**src/rtl/rv32_pkg.sv**
```systemverilog
// Shared RV32 ALU definitions: ALU control encodings, alu_op classes and funct3 values.
package rv32_pkg;

    localparam int unsigned CTRL_W   = 4;
    localparam int unsigned ALUOP_W  = 2;
    localparam int unsigned FUNCT3_W = 3;

    typedef enum logic [CTRL_W-1:0] {
        ALU_AND     = 4'b0000,
        ALU_OR      = 4'b0001,
        ALU_ADD     = 4'b0010,
        ALU_SUB     = 4'b0110,
        ALU_ILLEGAL = 4'b1111
    } alu_ctrl_e;

    typedef enum logic [ALUOP_W-1:0] {
        ALUOP_ADD   = 2'b00,
        ALUOP_SUB   = 2'b01,
        ALUOP_RTYPE = 2'b10,
        ALUOP_ITYPE = 2'b11
    } alu_op_e;

    localparam logic [FUNCT3_W-1:0] F3_ADDSUB = 3'b000;
    localparam logic [FUNCT3_W-1:0] F3_OR     = 3'b110;
    localparam logic [FUNCT3_W-1:0] F3_AND    = 3'b111;

endpackage

```
**src/rtl/alu_ctrl_dec.sv**
```systemverilog
// Combinational ALU control decode from alu_op/funct3/funct7[5]; unmapped combinations
// produce the ILLEGAL encoding, which is the only source of the illegal flag.
module alu_ctrl_dec
    import rv32_pkg::*;
(
    input  logic [ALUOP_W-1:0]  alu_op,
    input  logic [FUNCT3_W-1:0] funct3,
    input  logic                funct7_5,
    output logic [CTRL_W-1:0]   ctrl,
    output logic                illegal
);

    always_comb begin
        ctrl = ALU_ILLEGAL;
        case (alu_op)
            ALUOP_ADD: ctrl = ALU_ADD;
            ALUOP_SUB: ctrl = ALU_SUB;
            ALUOP_RTYPE: begin
                if (funct3 == F3_ADDSUB)   ctrl = funct7_5 ? ALU_SUB : ALU_ADD;
                else if (funct3 == F3_AND) ctrl = ALU_AND;
                else if (funct3 == F3_OR)  ctrl = ALU_OR;
            end
            ALUOP_ITYPE: begin
                // funct7[5] carries immediate bits here, so it must not select SUB
                if (funct3 == F3_ADDSUB)   ctrl = ALU_ADD;
                else if (funct3 == F3_AND) ctrl = ALU_AND;
                else if (funct3 == F3_OR)  ctrl = ALU_OR;
            end
            default: ctrl = ALU_ILLEGAL;
        endcase
    end

    assign illegal = (ctrl == ALU_ILLEGAL);

endmodule

```
**src/rtl/alu_issue.sv**
```systemverilog
// One-entry ALU issue register: resolves forwarded operands at accept, decodes ALU
// control and holds the result behind a valid/ready handshake with zero-bubble reload.
module alu_issue
    import rv32_pkg::*;
#(
    parameter int unsigned XLEN = 32,
    parameter int unsigned REGW = 5
) (
    input  logic                clk,
    input  logic                rst,
    input  logic                in_valid,
    output logic                in_ready,
    input  logic [XLEN-1:0]     rs1_data,
    input  logic [XLEN-1:0]     rs2_data,
    input  logic [REGW-1:0]     rs1_addr,
    input  logic [REGW-1:0]     rs2_addr,
    input  logic [REGW-1:0]     rd_addr,
    input  logic [XLEN-1:0]     imm,
    input  logic                alu_src,
    input  logic [ALUOP_W-1:0]  alu_op,
    input  logic [FUNCT3_W-1:0] funct3,
    input  logic                funct7_5,
    input  logic                fwd_mem_we,
    input  logic [REGW-1:0]     fwd_mem_rd,
    input  logic [XLEN-1:0]     fwd_mem_data,
    input  logic                fwd_wb_we,
    input  logic [REGW-1:0]     fwd_wb_rd,
    input  logic [XLEN-1:0]     fwd_wb_data,
    input  logic                flush,
    output logic                out_valid,
    input  logic                out_ready,
    output logic [XLEN-1:0]     a,
    output logic [XLEN-1:0]     b,
    output logic [CTRL_W-1:0]   ctrl,
    output logic [REGW-1:0]     out_rd,
    output logic                illegal
);

    typedef enum logic {ST_EMPTY, ST_FULL} state_e;

    state_e              r_state;
    logic [XLEN-1:0]     r_a;
    logic [XLEN-1:0]     r_b;
    logic [CTRL_W-1:0]   r_ctrl;
    logic [REGW-1:0]     r_rd;
    logic                r_illegal;

    logic                w_accept;
    logic [XLEN-1:0]     w_rs1_val;
    logic [XLEN-1:0]     w_rs2_val;
    logic [XLEN-1:0]     w_b_val;
    logic [CTRL_W-1:0]   w_dec_ctrl;
    logic                w_dec_illegal;

    // Flush forces ready so decode is never stalled against a discarded entry
    assign in_ready = flush | (r_state == ST_EMPTY) | out_ready;
    assign w_accept = in_valid & in_ready & ~flush;

    // Forwarding: EX/MEM is younger than MEM/WB, so it wins; x0 is never forwarded
    always_comb begin
        w_rs1_val = rs1_data;
        if (rs1_addr != '0) begin
            if (fwd_mem_we && (fwd_mem_rd == rs1_addr))     w_rs1_val = fwd_mem_data;
            else if (fwd_wb_we && (fwd_wb_rd == rs1_addr))  w_rs1_val = fwd_wb_data;
        end
    end

    always_comb begin
        w_rs2_val = rs2_data;
        if (rs2_addr != '0) begin
            if (fwd_mem_we && (fwd_mem_rd == rs2_addr))     w_rs2_val = fwd_mem_data;
            else if (fwd_wb_we && (fwd_wb_rd == rs2_addr))  w_rs2_val = fwd_wb_data;
        end
    end

    assign w_b_val = alu_src ? imm : w_rs2_val;

    alu_ctrl_dec u_dec (
        .alu_op   (alu_op),
        .funct3   (funct3),
        .funct7_5 (funct7_5),
        .ctrl     (w_dec_ctrl),
        .illegal  (w_dec_illegal)
    );

    // State register and payload; reset beats flush, flush beats accept/drain
    always_ff @(posedge clk) begin
        if (rst) begin
            r_state   <= ST_EMPTY;
            r_a       <= '0;
            r_b       <= '0;
            r_ctrl    <= '0;
            r_rd      <= '0;
            r_illegal <= 1'b0;
        end else if (flush) begin
            r_state   <= ST_EMPTY;
        end else begin
            if (w_accept) begin
                r_a       <= w_rs1_val;
                r_b       <= w_b_val;
                r_ctrl    <= w_dec_ctrl;
                r_rd      <= rd_addr;
                r_illegal <= w_dec_illegal;
            end
            case (r_state)
                ST_EMPTY: if (w_accept) r_state <= ST_FULL;
                ST_FULL:  if (!w_accept && out_ready) r_state <= ST_EMPTY;
                default:  r_state <= ST_EMPTY;
            endcase
        end
    end

    assign out_valid = (r_state == ST_FULL);
    assign a         = r_a;
    assign b         = r_b;
    assign ctrl      = r_ctrl;
    assign out_rd    = r_rd;
    assign illegal   = r_illegal;

endmodule

```
**config.mk**
```make
export PLATFORM = sky130hd
export DESIGN_NAME = alu_issue
export DESIGN_NICKNAME = d
export VERILOG_FILES = /design/src/rtl/rv32_pkg.sv /design/src/rtl/alu_ctrl_dec.sv /design/src/rtl/alu_issue.sv
export SDC_FILE = /design/constraint.sdc
export NUM_CORES = 1
export LEC_CHECK = 0
export CAP_MARGIN = 20
export CORE_MARGIN = 2
export CORE_UTILIZATION = 41
export DETAILED_ROUTE_END_ITERATION = 8
export GPL_TIMING_DRIVEN = 1
export PLACE_DENSITY = 0.85
export SETUP_SLACK_MARGIN = 0.15
export SLEW_MARGIN = 20
export SYNTH_ARGS = -nofsm -noshare
export SYNTH_HDL_FRONTEND = slang
export SYNTH_SLANG_ARGS = --single-unit
```
**constraint.sdc**
```tcl
create_clock -name clk -period 2.13 [get_ports clk]
set_input_delay 0.426 -clock clk [delete_from_list [all_inputs] [get_ports clk]]
set_output_delay 0.426 -clock clk [all_outputs]
set_load 0.01 [all_outputs]
```
==> results of run 1 <==
Yosys cell counts (17+ instances only):
master	n	area share
nand3_1	32	0.030
nor2_1	55	0.038
o32ai_1	20	0.033
nand3b_1	32	0.045
dfxtp_1	75	0.28
clkbuf_1	49	0.034
and3_1	33	0.038
nor2b_1	21	0.024
a221oi_2	30	0.084
a221oi_1	22	0.036
nand2_1	17	0.012
a311oi_2	30	0.084
a21oi_1	42	0.039
o221ai_1	33	0.054
tightest hold or removal path, stage by stage (launching register included):
cell	delay, ns
dfxtp_1	0.31
nand2_1	0.05
a21oi_1	0.05
layout by cell type, fill, tap and decap left out, types with 29 or more instances in the layout:
| cell | synthesis | routed |
|---|---|---|
| a21oi_1 | 42 | 42 |
| a221oi_2 | 30 | 29 |
| a311oi_2 | 30 | 30 |
| and3_1 | 33 | 32 |
| buf_4 | 8 | 32 |
| clkdlybuf4s50_1 | 0 | 253 |
| dfxtp_1 | 75 | 75 |
| nand3_1 | 32 | 32 |
| nand3b_1 | 32 | 32 |
| nor2_1 | 55 | 54 |
power by group through the flow:
| stage | registers (mW) | clock network, mW | logic (mW) |
|---|---|---|---|
| final | 1.58 | 1.44 | 1.57 |
| after global routing | 1.59 | 1.50 | 1.65 |
| after CTS | 1.58 | 1.45 | 1.52 |
| after detailed placement | 1.61 | 0 | 1.49 |
| after global placement | 1.60 | 0 | 1.46 |
| after floorplan | 1.65 | 0 | 0.552 |
sequential cells by signal, summed over array words and instances, names as in the netlist:
name and count:
b 32, out_valid 1, illegal 1, a 32, ctrl 4, out_rd 5
logic make-up after synthesis:
family | Yosys count
buffers and inverters | 78
and+or+nand+nor | 221
DFF | 75
xor gates and xnor gates | 19
AOI/OAI and AO/OA | 223
per-layer routing:
metal / wire [um] / track usage / part of all wire / up-vias
met3: 2830 / 0.0883 / 0.11 / 141
met1: 9560 / 0.425 / 0.36 / 3290
met5: 0 / 0 / 0 / -
met2: 12800 / 0.617 / 0.48 / 597
met4: 1220 / 0.171 / 0.046 / 0
li1: - / - / - / 2998
layout make-up:
cell class | instances | area share
Multi-Input combinational cell | 463 | 0.395
Timing Repair Buffer | 341 | 0.390
Sequential cell | 75 | 0.161
Clock buffer | 10 | 0.0246
Tap cell | 172 | 0.0231
Clock inverter | 6 | 0.00444
Inverter | 2 | 0.000807
Antenna cell | 1 | 0.000269
worst max path at each step:
stage / endpoint / cells past startpoint / slack (ns)
5_1_grt: a[26] / 8 / 0.14
4_1_cts: in_ready / 4 / 0.14
2_1_floorplan: b[25] / 6 / 0.33
3_3_place_gp: b[21] / 7 / -0.31
3_5_place_dp: b[21] / 7 / -0.33
6_report: a[31] / 8 / 0.19
repair_timing:
item                                    CTS  global route
resized for setup                        31            37
cloned                                    5             1
endpoints found under the hold margin     0             0
endpoints found under the setup margin   64            65
pin swaps                                 9            10
buffers inserted                          6             0
==> flow_summary.json, run 1 <==
{
  "rsz0062_at_grt": "no",
  "crit_start": "fwd_mem_rd[1]",
  "min_from": "out_rd[2]",
  "syn_inst": 616,
  "cp_top_family": "buffers and inverters",
  "reg2regPathDepth": 6,
  "seqPwrFrac": 0.344,
  "h-tree-depth": 3,
  "async_flop_share": 0,
  "die_area_sq_um": 14000,
  "grt_pass1_wl_mm": 40.4,
  "gr-total-overflow": 0,
  "pre_cts_ws_ns": -0.329,
  "fin_crit_sh": 0.910,
  "syn_area_sq_um": 5370,
  "min_path_cells": 2,
  "relSlewSlack": 0.693,
  "end_kind": "register",
  "ys.warnings.count": 0,
  "worst_slack_ns": 0.192,
  "first_pass_iters": 9,
  "fin_tns_setup_ns": 0,
  "total_power_mw": 4.60,
  "synth_top_family_by_area": "compound AO/OA/AOI/OAI gates",
  "layout-drive-gt1-share": 0.200,
  "place.gp.congestion": 0.985,
  "max_slew.worst_pin.slew_ns": 0.461,
  "syn_to_final_growth_pct": 73.1,
  "vdd_drop_max_mv": 0.446,
  "fin_util": 0.731,
  "cts_buffer_depth": 2,
  "wirelength_mm": 26.4,
  "vias": 7026,
  "hold_viol": 0,
  "setup_violations": 0,
  "layout.cells.non_filler": 1070,
  "outcome": "completed",
  "synth-compound-area-share": 0.390,
  "cp.required_ns": 2.37,
  "ys.flop_type": "dfxtp_1",
  "register_area_sq_um": 1500,
  "regToRegSetupSlack_ns": 0.56,
  "clockRootBuffer": "clkbuf_16",
  "synth-seq-cells": 75,
  "p_leak_nw": 3.28,
  "place_hpwl_mm": 17.9,
  "fp-row-count": 41,
  "drt_iter0_drc": 1062,
  "multi_input_area_sq_um": 3670,
  "wl_per_cell_um": 24.7,
  "die-width_um": 118,
  "synthMuxAreaShare": 0,
  "clk_latency_ns": 0.34,
  "worstPathCellList": "clkdlybuf4s50_1 -> xnor2_1 -> and2_1 -> and3_4 -> buf_12 -> buf_16 -> nand3b_1 -> a311oi_2",
  "critPathMaxStageDelay_ns": 0.47,
  "synth_seq_area_share": 0.279,
  "yosys.area_share.adder": 0,
  "power_density_nw_per_um2": 494,
  "stdcell_area_sq_um": 9300,
  "numCtsBuffers": 9,
  "startpoint_type": "input port",
  "design.portCount": 275,
  "viasPerCell": 6.57,
  "rr_endpoint": "b[6]",
  "cts.sinks": 75,
  "grt_max_degree": 76,
  "min_to": "out_rd[2]",
  "cts_tree": "yes",
  "internal-power_mw": 3.16,
  "dp.cells": 1041,
  "p_switching_mw": 1.43,
  "drv_cap": 0,
  "r2r-start": "out_valid",
  "synthXorXnorAreaFrac": 0.0310,
  "layout_min_cycle_time_ns": 1.94,
  "comb_power_share": 0.342,
  "swShare": 0.312,
  "crit_arrival_ns": 2.18,
  "grt_pass1_vias": 7297,
  "path_max_fanout": 14,
  "syn-num-nets": 815,
  "holdWs_ns": 0.466,
  "maxSlewViolCount": 0,
  "start_util": 0.422,
  "cts_hold_buf": 0,
  "crit_buf_inv": 3,
  "path_clk_slew_ns": 0.07,
  "core_sq_um": 12700,
  "die_y_um": 118,
  "avgSynthCellArea_sq_um": 8.72,
  "antenna_found_initial": 1,
  "ys_types": 46,
  "skew_ns": 0.00855,
  "io_buffers": 274,
  "slowest_stage": "clkdlybuf4s50_1",
  "criticalPathCategory": "in -> reg",
  "drtAntennaViolNets": 0,
  "hold_path_class": "reg -> reg",
  "drcViolationCount": 0,
  "dpl_cell_area_sq_um": 8630,
  "synth_edf_count": 0,
  "track_usage": 0.362,
  "synth_simple_gate_area_frac": 0.233,
  "fin_nets": 1091,
  "fillCellCount": 965,
  "clock_power_share": 0.314,
  "fmax_mhz": 516
}
(Power assumes the default switching activity.)
==> run 2: changes to the inputs <==
Settings changed: ABC_CLOCK_PERIOD_IN_PS from default to 2130, REMOVE_ABC_BUFFERS from default to 1.
==> run 2 against run 1 <==
Against the previous run: sequential cell count unchanged; power about the same; core utilization decreased by 1.0 points; combinational power decreased by 3%; maximum frequency decreased by 1.0%; critical path depth decreased by 4; clock skew decreased by 0.0051 ns; wire length decreased by 5.5%; critical endpoint is now in_ready.
==> flow_summary.json, run 2 (synthesis results as in run 1) <==
{
  "end_kind": "primary output",
  "maxSlewViolCount": 0,
  "die_area_sq_um": 14000,
  "cts.sinks": 75,
  "criticalPathCategory": "in -> out",
  "fp-row-count": 41,
  "skew_ns": 0.00349,
  "viasPerCell": 6.58,
  "fin_tns_setup_ns": 0,
  "cts_buffer_depth": 2,
  "layout_min_cycle_time_ns": 1.96,
  "stdcell_area_sq_um": 9170,
  "vias": 6990,
  "worstPathCellList": "clkdlybuf4s50_1 -> nand2b_1 -> or2_2 -> clkdlybuf4s15_1",
  "total_power_mw": 4.60,
  "wirelength_mm": 25.0,
  "crit_arrival_ns": 1.53,
  "max_slew.worst_pin.slew_ns": 0.456,
  "fin_nets": 1084,
  "power_density_nw_per_um2": 501,
  "fin_util": 0.721,
  "regToRegSetupSlack_ns": 0.55,
  "place_hpwl_mm": 17.2,
  "grt_pass1_wl_mm": 38.4,
  "hold_viol": 0,
  "cp.required_ns": 1.70,
  "drt_iter0_drc": 805,
  "dp.cells": 1036,
  "p_leak_nw": 3.24,
  "layout-drive-gt1-share": 0.178,
  "path_max_fanout": 2,
  "antenna_found_initial": 0,
  "dpl_cell_area_sq_um": 8620,
  "place.gp.congestion": 0.904,
  "slowest_stage": "clkdlybuf4s50_1",
  "fmax_mhz": 511,
  "layout_common_cells": "clkdlybuf4s50_1, dfxtp_1, nor2_1",
  "wl_per_cell_um": 23.5,
  "grt_pass1_vias": 7188,
  "fin_crit_sh": 0.919,
  "reg2regPathDepth": 7,
  "rsz0062_at_grt": "yes",
  "h-tree-depth": 3,
  "drtAntennaViolNets": 0,
  "design.portCount": 275,
  "gr-total-overflow": 0,
  "outcome": "completed",
  "fillCellCount": 907,
  "start_util": 0.422,
  "die_y_um": 118,
  "clk_latency_ns": 0.35,
  "numCtsBuffers": 9,
  "relSlewSlack": 0.688,
  "cts_tree": "yes",
  "min_path_cells": 2,
  "startpoint_type": "input port",
  "layout.cells.non_filler": 1062,
  "first_pass_iters": 7,
  "clockRootBuffer": "clkbuf_16",
  "syn_to_final_growth_pct": 70.7,
  "min_from": "out_rd[2]",
  "hold_path_class": "reg -> reg",
  "core_sq_um": 12700,
  "rr_endpoint": "b[13]",
  "die-width_um": 118,
  "drcViolationCount": 0,
  "diodes": 0,
  "track_usage": 0.342,
  "cts_hold_buf": 0,
  "min_to": "out_rd[2]",
  "io_buffers": 274,
  "grt_max_degree": 76,
  "path_clk_slew_ns": 0.06,
  "final_common_cell": "clkdlybuf4s50_1",
  "drv_cap": 0,
  "setup_violations": 0,
  "critPathMaxStageDelay_ns": 0.39,
  "r2r-start": "out_valid",
  "vdd_drop_max_mv": 0.338
}
-- run 2: where the power goes --
| part | internal (mW) | switching, mW | total, mW |
|---|---|---|---|
| registers | 1.51 | 0.0688 | 1.58 |
| logic | 0.852 | 0.678 | 1.53 |
| clock network | 0.852 | 0.633 | 1.48 |
-- run 2: final cells by class --
cell class	count	area (sq um)	area share
Sequential cell	75	1500	0.164
Timing Repair Buffer	334	3540	0.386
Multi-Input combinational cell	463	3630	0.396
Tap cell	172	215	0.0235
Clock buffer	14	264	0.0288
Clock inverter	2	10.0	0.00109
Inverter	2	7.51	0.000818
-- run 2: timing repair --
item / in CTS / in global routing
pin swaps: 7 / 8
setup buffers: 6 / 0
setup endpoints to repair: 63 / 54
gates resized for setup: 25 / 17
cloned: 3 / 1
-- run 2: worst max path at each step --
stage               end  cells after the start         start
2_1_floorplan     b[21]                      5  fwd_wb_rd[4]
3_3_place_gp      b[21]                      8   rs2_addr[4]
3_5_place_dp      b[22]                      7   rs2_addr[1]
4_1_cts        in_ready                      4     out_ready
5_1_grt           b[14]                      7   rs2_addr[0]
6_report       in_ready                      4     out_ready
-- run 2: through the flow --
stage	setup WS, ns	hold slack [ns]
final	0.172	0.454
after global routing	0.124	0.470
after CTS	0.123	0.455
after detailed placement	-0.315	0.446
after global placement	-0.210	0.443
after floorplan	-1.66	0.474
-- run 2: metal layers --
layer,global-route usage,wire length (um),up-vias
met5,0,0,-
li1,-,-,2990
met3,0.0845,2810,136
met2,0.591,12000,589
met1,0.395,8880,3275
met4,0.165,1240,0
-- run 2: critical path, delay by kind of cell --
family	cells	cell delay, ns
and+or+nand+nor	2	0.47
buffers and inverters	2	0.63
==> run 3: changes to the inputs <==
Settings changed: ABC_CLOCK_PERIOD_IN_PS 2130 to 2400, CORE_UTILIZATION 41 to 44, PLACE_DENSITY 0.85 to 0.9.
Clock period 2.13 ns to 2.4 ns, I/O delays scaled along.
==> run 3 against run 2 <==
Against the previous run: clock skew is 0.0037 ns higher; worst setup slack better by 0.078 ns; sequential cell count unchanged; die area fell by 6.6%; global-route usage grew 0.92 points; sequential share of layout area grew 0.74 points; worst hold slack better by 0.0019 ns; critical endpoint is now a[24]; combinational power decreased by 14%.
==> flow_summary.json, run 3 (synthesis results as in run 1) <==
{
  "use_met2": 0.596,
  "wl_per_cell_um": 23.2,
  "regToRegSetupSlack_ns": 0.76,
  "cts_buffer_depth": 2,
  "comb_power_share": 0.314,
  "busiest_layer": "met2",
  "outcome": "completed",
  "clock_power_share": 0.351,
  "cp.required_ns": 2.66,
  "die-width_um": 115,
  "cts.sinks": 75,
  "first_pass_iters": 5,
  "hold_path_class": "reg -> reg",
  "crit_path_end": "a[24]",
  "r2r-start": "out_valid",
  "fin_crit_sh": 0.896,
  "hold_viol": 0,
  "syn_to_final_growth_pct": 63.3,
  "design.portCount": 275,
  "die_area_sq_um": 13100,
  "start_util": 0.449,
  "swShare": 0.297,
  "place_hpwl_mm": 17.2,
  "fin_util": 0.734,
  "vias": 6892,
  "max_slew.worst_pin.slew_ns": 0.495,
  "gr-usage-met1": 0.392,
  "rsz0062_at_grt": "yes",
  "register_area_sq_um": 1500,
  "holdWs_ns": 0.456,
  "path_max_fanout": 34,
  "gr-total-overflow": 0,
  "clk_latency_ns": 0.35,
  "drcViolationCount": 0,
  "skew_ns": 0.00723,
  "fin_tns_setup_ns": 0,
  "power_density_nw_per_um2": 476,
  "antenna_found_initial": 0,
  "end_kind": "register",
  "drt_iter0_drc": 704,
  "fp-row-count": 40,
  "diodes": 0,
  "clockRootBuffer": "clkbuf_16",
  "reg2regPathDepth": 7,
  "numCtsBuffers": 9,
  "io_buffers": 274,
  "p_leak_nw": 3.03,
  "viasPerCell": 6.73,
  "h-tree-depth": 3,
  "grt_pass1_vias": 7131,
  "crit_start": "rs1_addr[4]",
  "cts_hold_buf": 0,
  "seqPwrFrac": 0.336,
  "p_switching_mw": 1.24,
  "crit_arrival_ns": 2.41,
  "place.gp.congestion": 0.867,
  "criticalPathCategory": "in -> reg",
  "grt_max_degree": 72,
  "track_usage": 0.352,
  "multi_input_area_sq_um": 3540,
  "cts_tree": "yes",
  "maxSlewViolCount": 0,
  "die_y_um": 115,
  "layout-drive-gt1-share": 0.156,
  "setup_violations": 0,
  "grtUsageMet3": 0.0985,
  "rr_endpoint": "out_rd[2]",
  "relSlewSlack": 0.670,
  "fin_nets": 1071,
  "fillCellCount": 831,
  "fmax_mhz": 465,
  "drtAntennaViolNets": 0,
  "core_sq_um": 12000,
  "wirelength_mm": 23.8,
  "startpoint_type": "input port",
  "grt_pass1_wl_mm": 36.3,
  "drv_cap": 0,
  "internal-power_mw": 2.94,
  "path_clk_slew_ns": 0.07,
  "layout_common_cells": "clkdlybuf4s50_1, dfxtp_1, nor2_1",
  "layout_min_cycle_time_ns": 2.15,
  "final_common_cell": "clkdlybuf4s50_1",
  "vdd_drop_max_mv": 0.304
}
run 3: how the worst min path moves through the flow:
| stage | start | to | slack (ns) | depth (start not counted) |
|---|---|---|---|---|
| 2_1_floorplan | ctrl[3] | ctrl[3] | 0.47 | 2 |
| 3_3_place_gp | ctrl[3] | ctrl[3] | 0.44 | 2 |
| 3_5_place_dp | out_rd[0] | out_rd[0] | 0.45 | 2 |
| 4_1_cts | out_rd[0] | out_rd[0] | 0.45 | 2 |
| 5_1_grt | out_rd[0] | out_rd[0] | 0.48 | 2 |
| 6_report | out_rd[0] | out_rd[0] | 0.46 | 2 |
run 3: what timing repair did:
item                                    in CTS  in global routing
resized for setup                            1                  0
endpoints found under the setup margin       1                  1
buffers inserted                             0                  0
run 3: power groups by stage:
stage	Sequential [mW]	Clock, mW	Combinational, mW
finish	1.40	1.46	1.31
floorplan	1.46	0	0.444
global route	1.41	1.52	1.38
global placement	1.42	0	1.24
detailed placement	1.43	0	1.29
CTS	1.40	1.46	1.29
run 3: metrics by stage:
stage	area [sq um]	setup WS, ns	power (mW)	cells
global route	8770	0.148	4.31	1024
detailed placement	8460	-0.100	2.71	1008
finish	8770	0.250	4.18	1024
floorplan	5020	-1.44	1.91	540
global placement	8460	0.0179	2.67	1008
CTS	8770	0.269	4.16	1024
run 3: metal layers:
metal	vias up	wire length, um
li1	2972	-
met1	3272	8710
met2	538	11400
met3	110	2480
met4	0	1160
met5	-	0
run 3: critical path: stages:
cell,delay [ns]
clkdlybuf4s50_1,0.47
xor2_1,0.19
nor4_2,0.36
and3_2,0.31
buf_12,0.20
a21oi_1,0.11
a311oi_2,0.27
run 3: final cells by class:
class                      instances  share of cell area
clock inverter                     5             0.00684
clock buffer                      11              0.0288
sequential                        75               0.171
multi-input combinational        463               0.404
timing repair buffer             321               0.367
tap                              147              0.0210
inverter                           2            0.000856
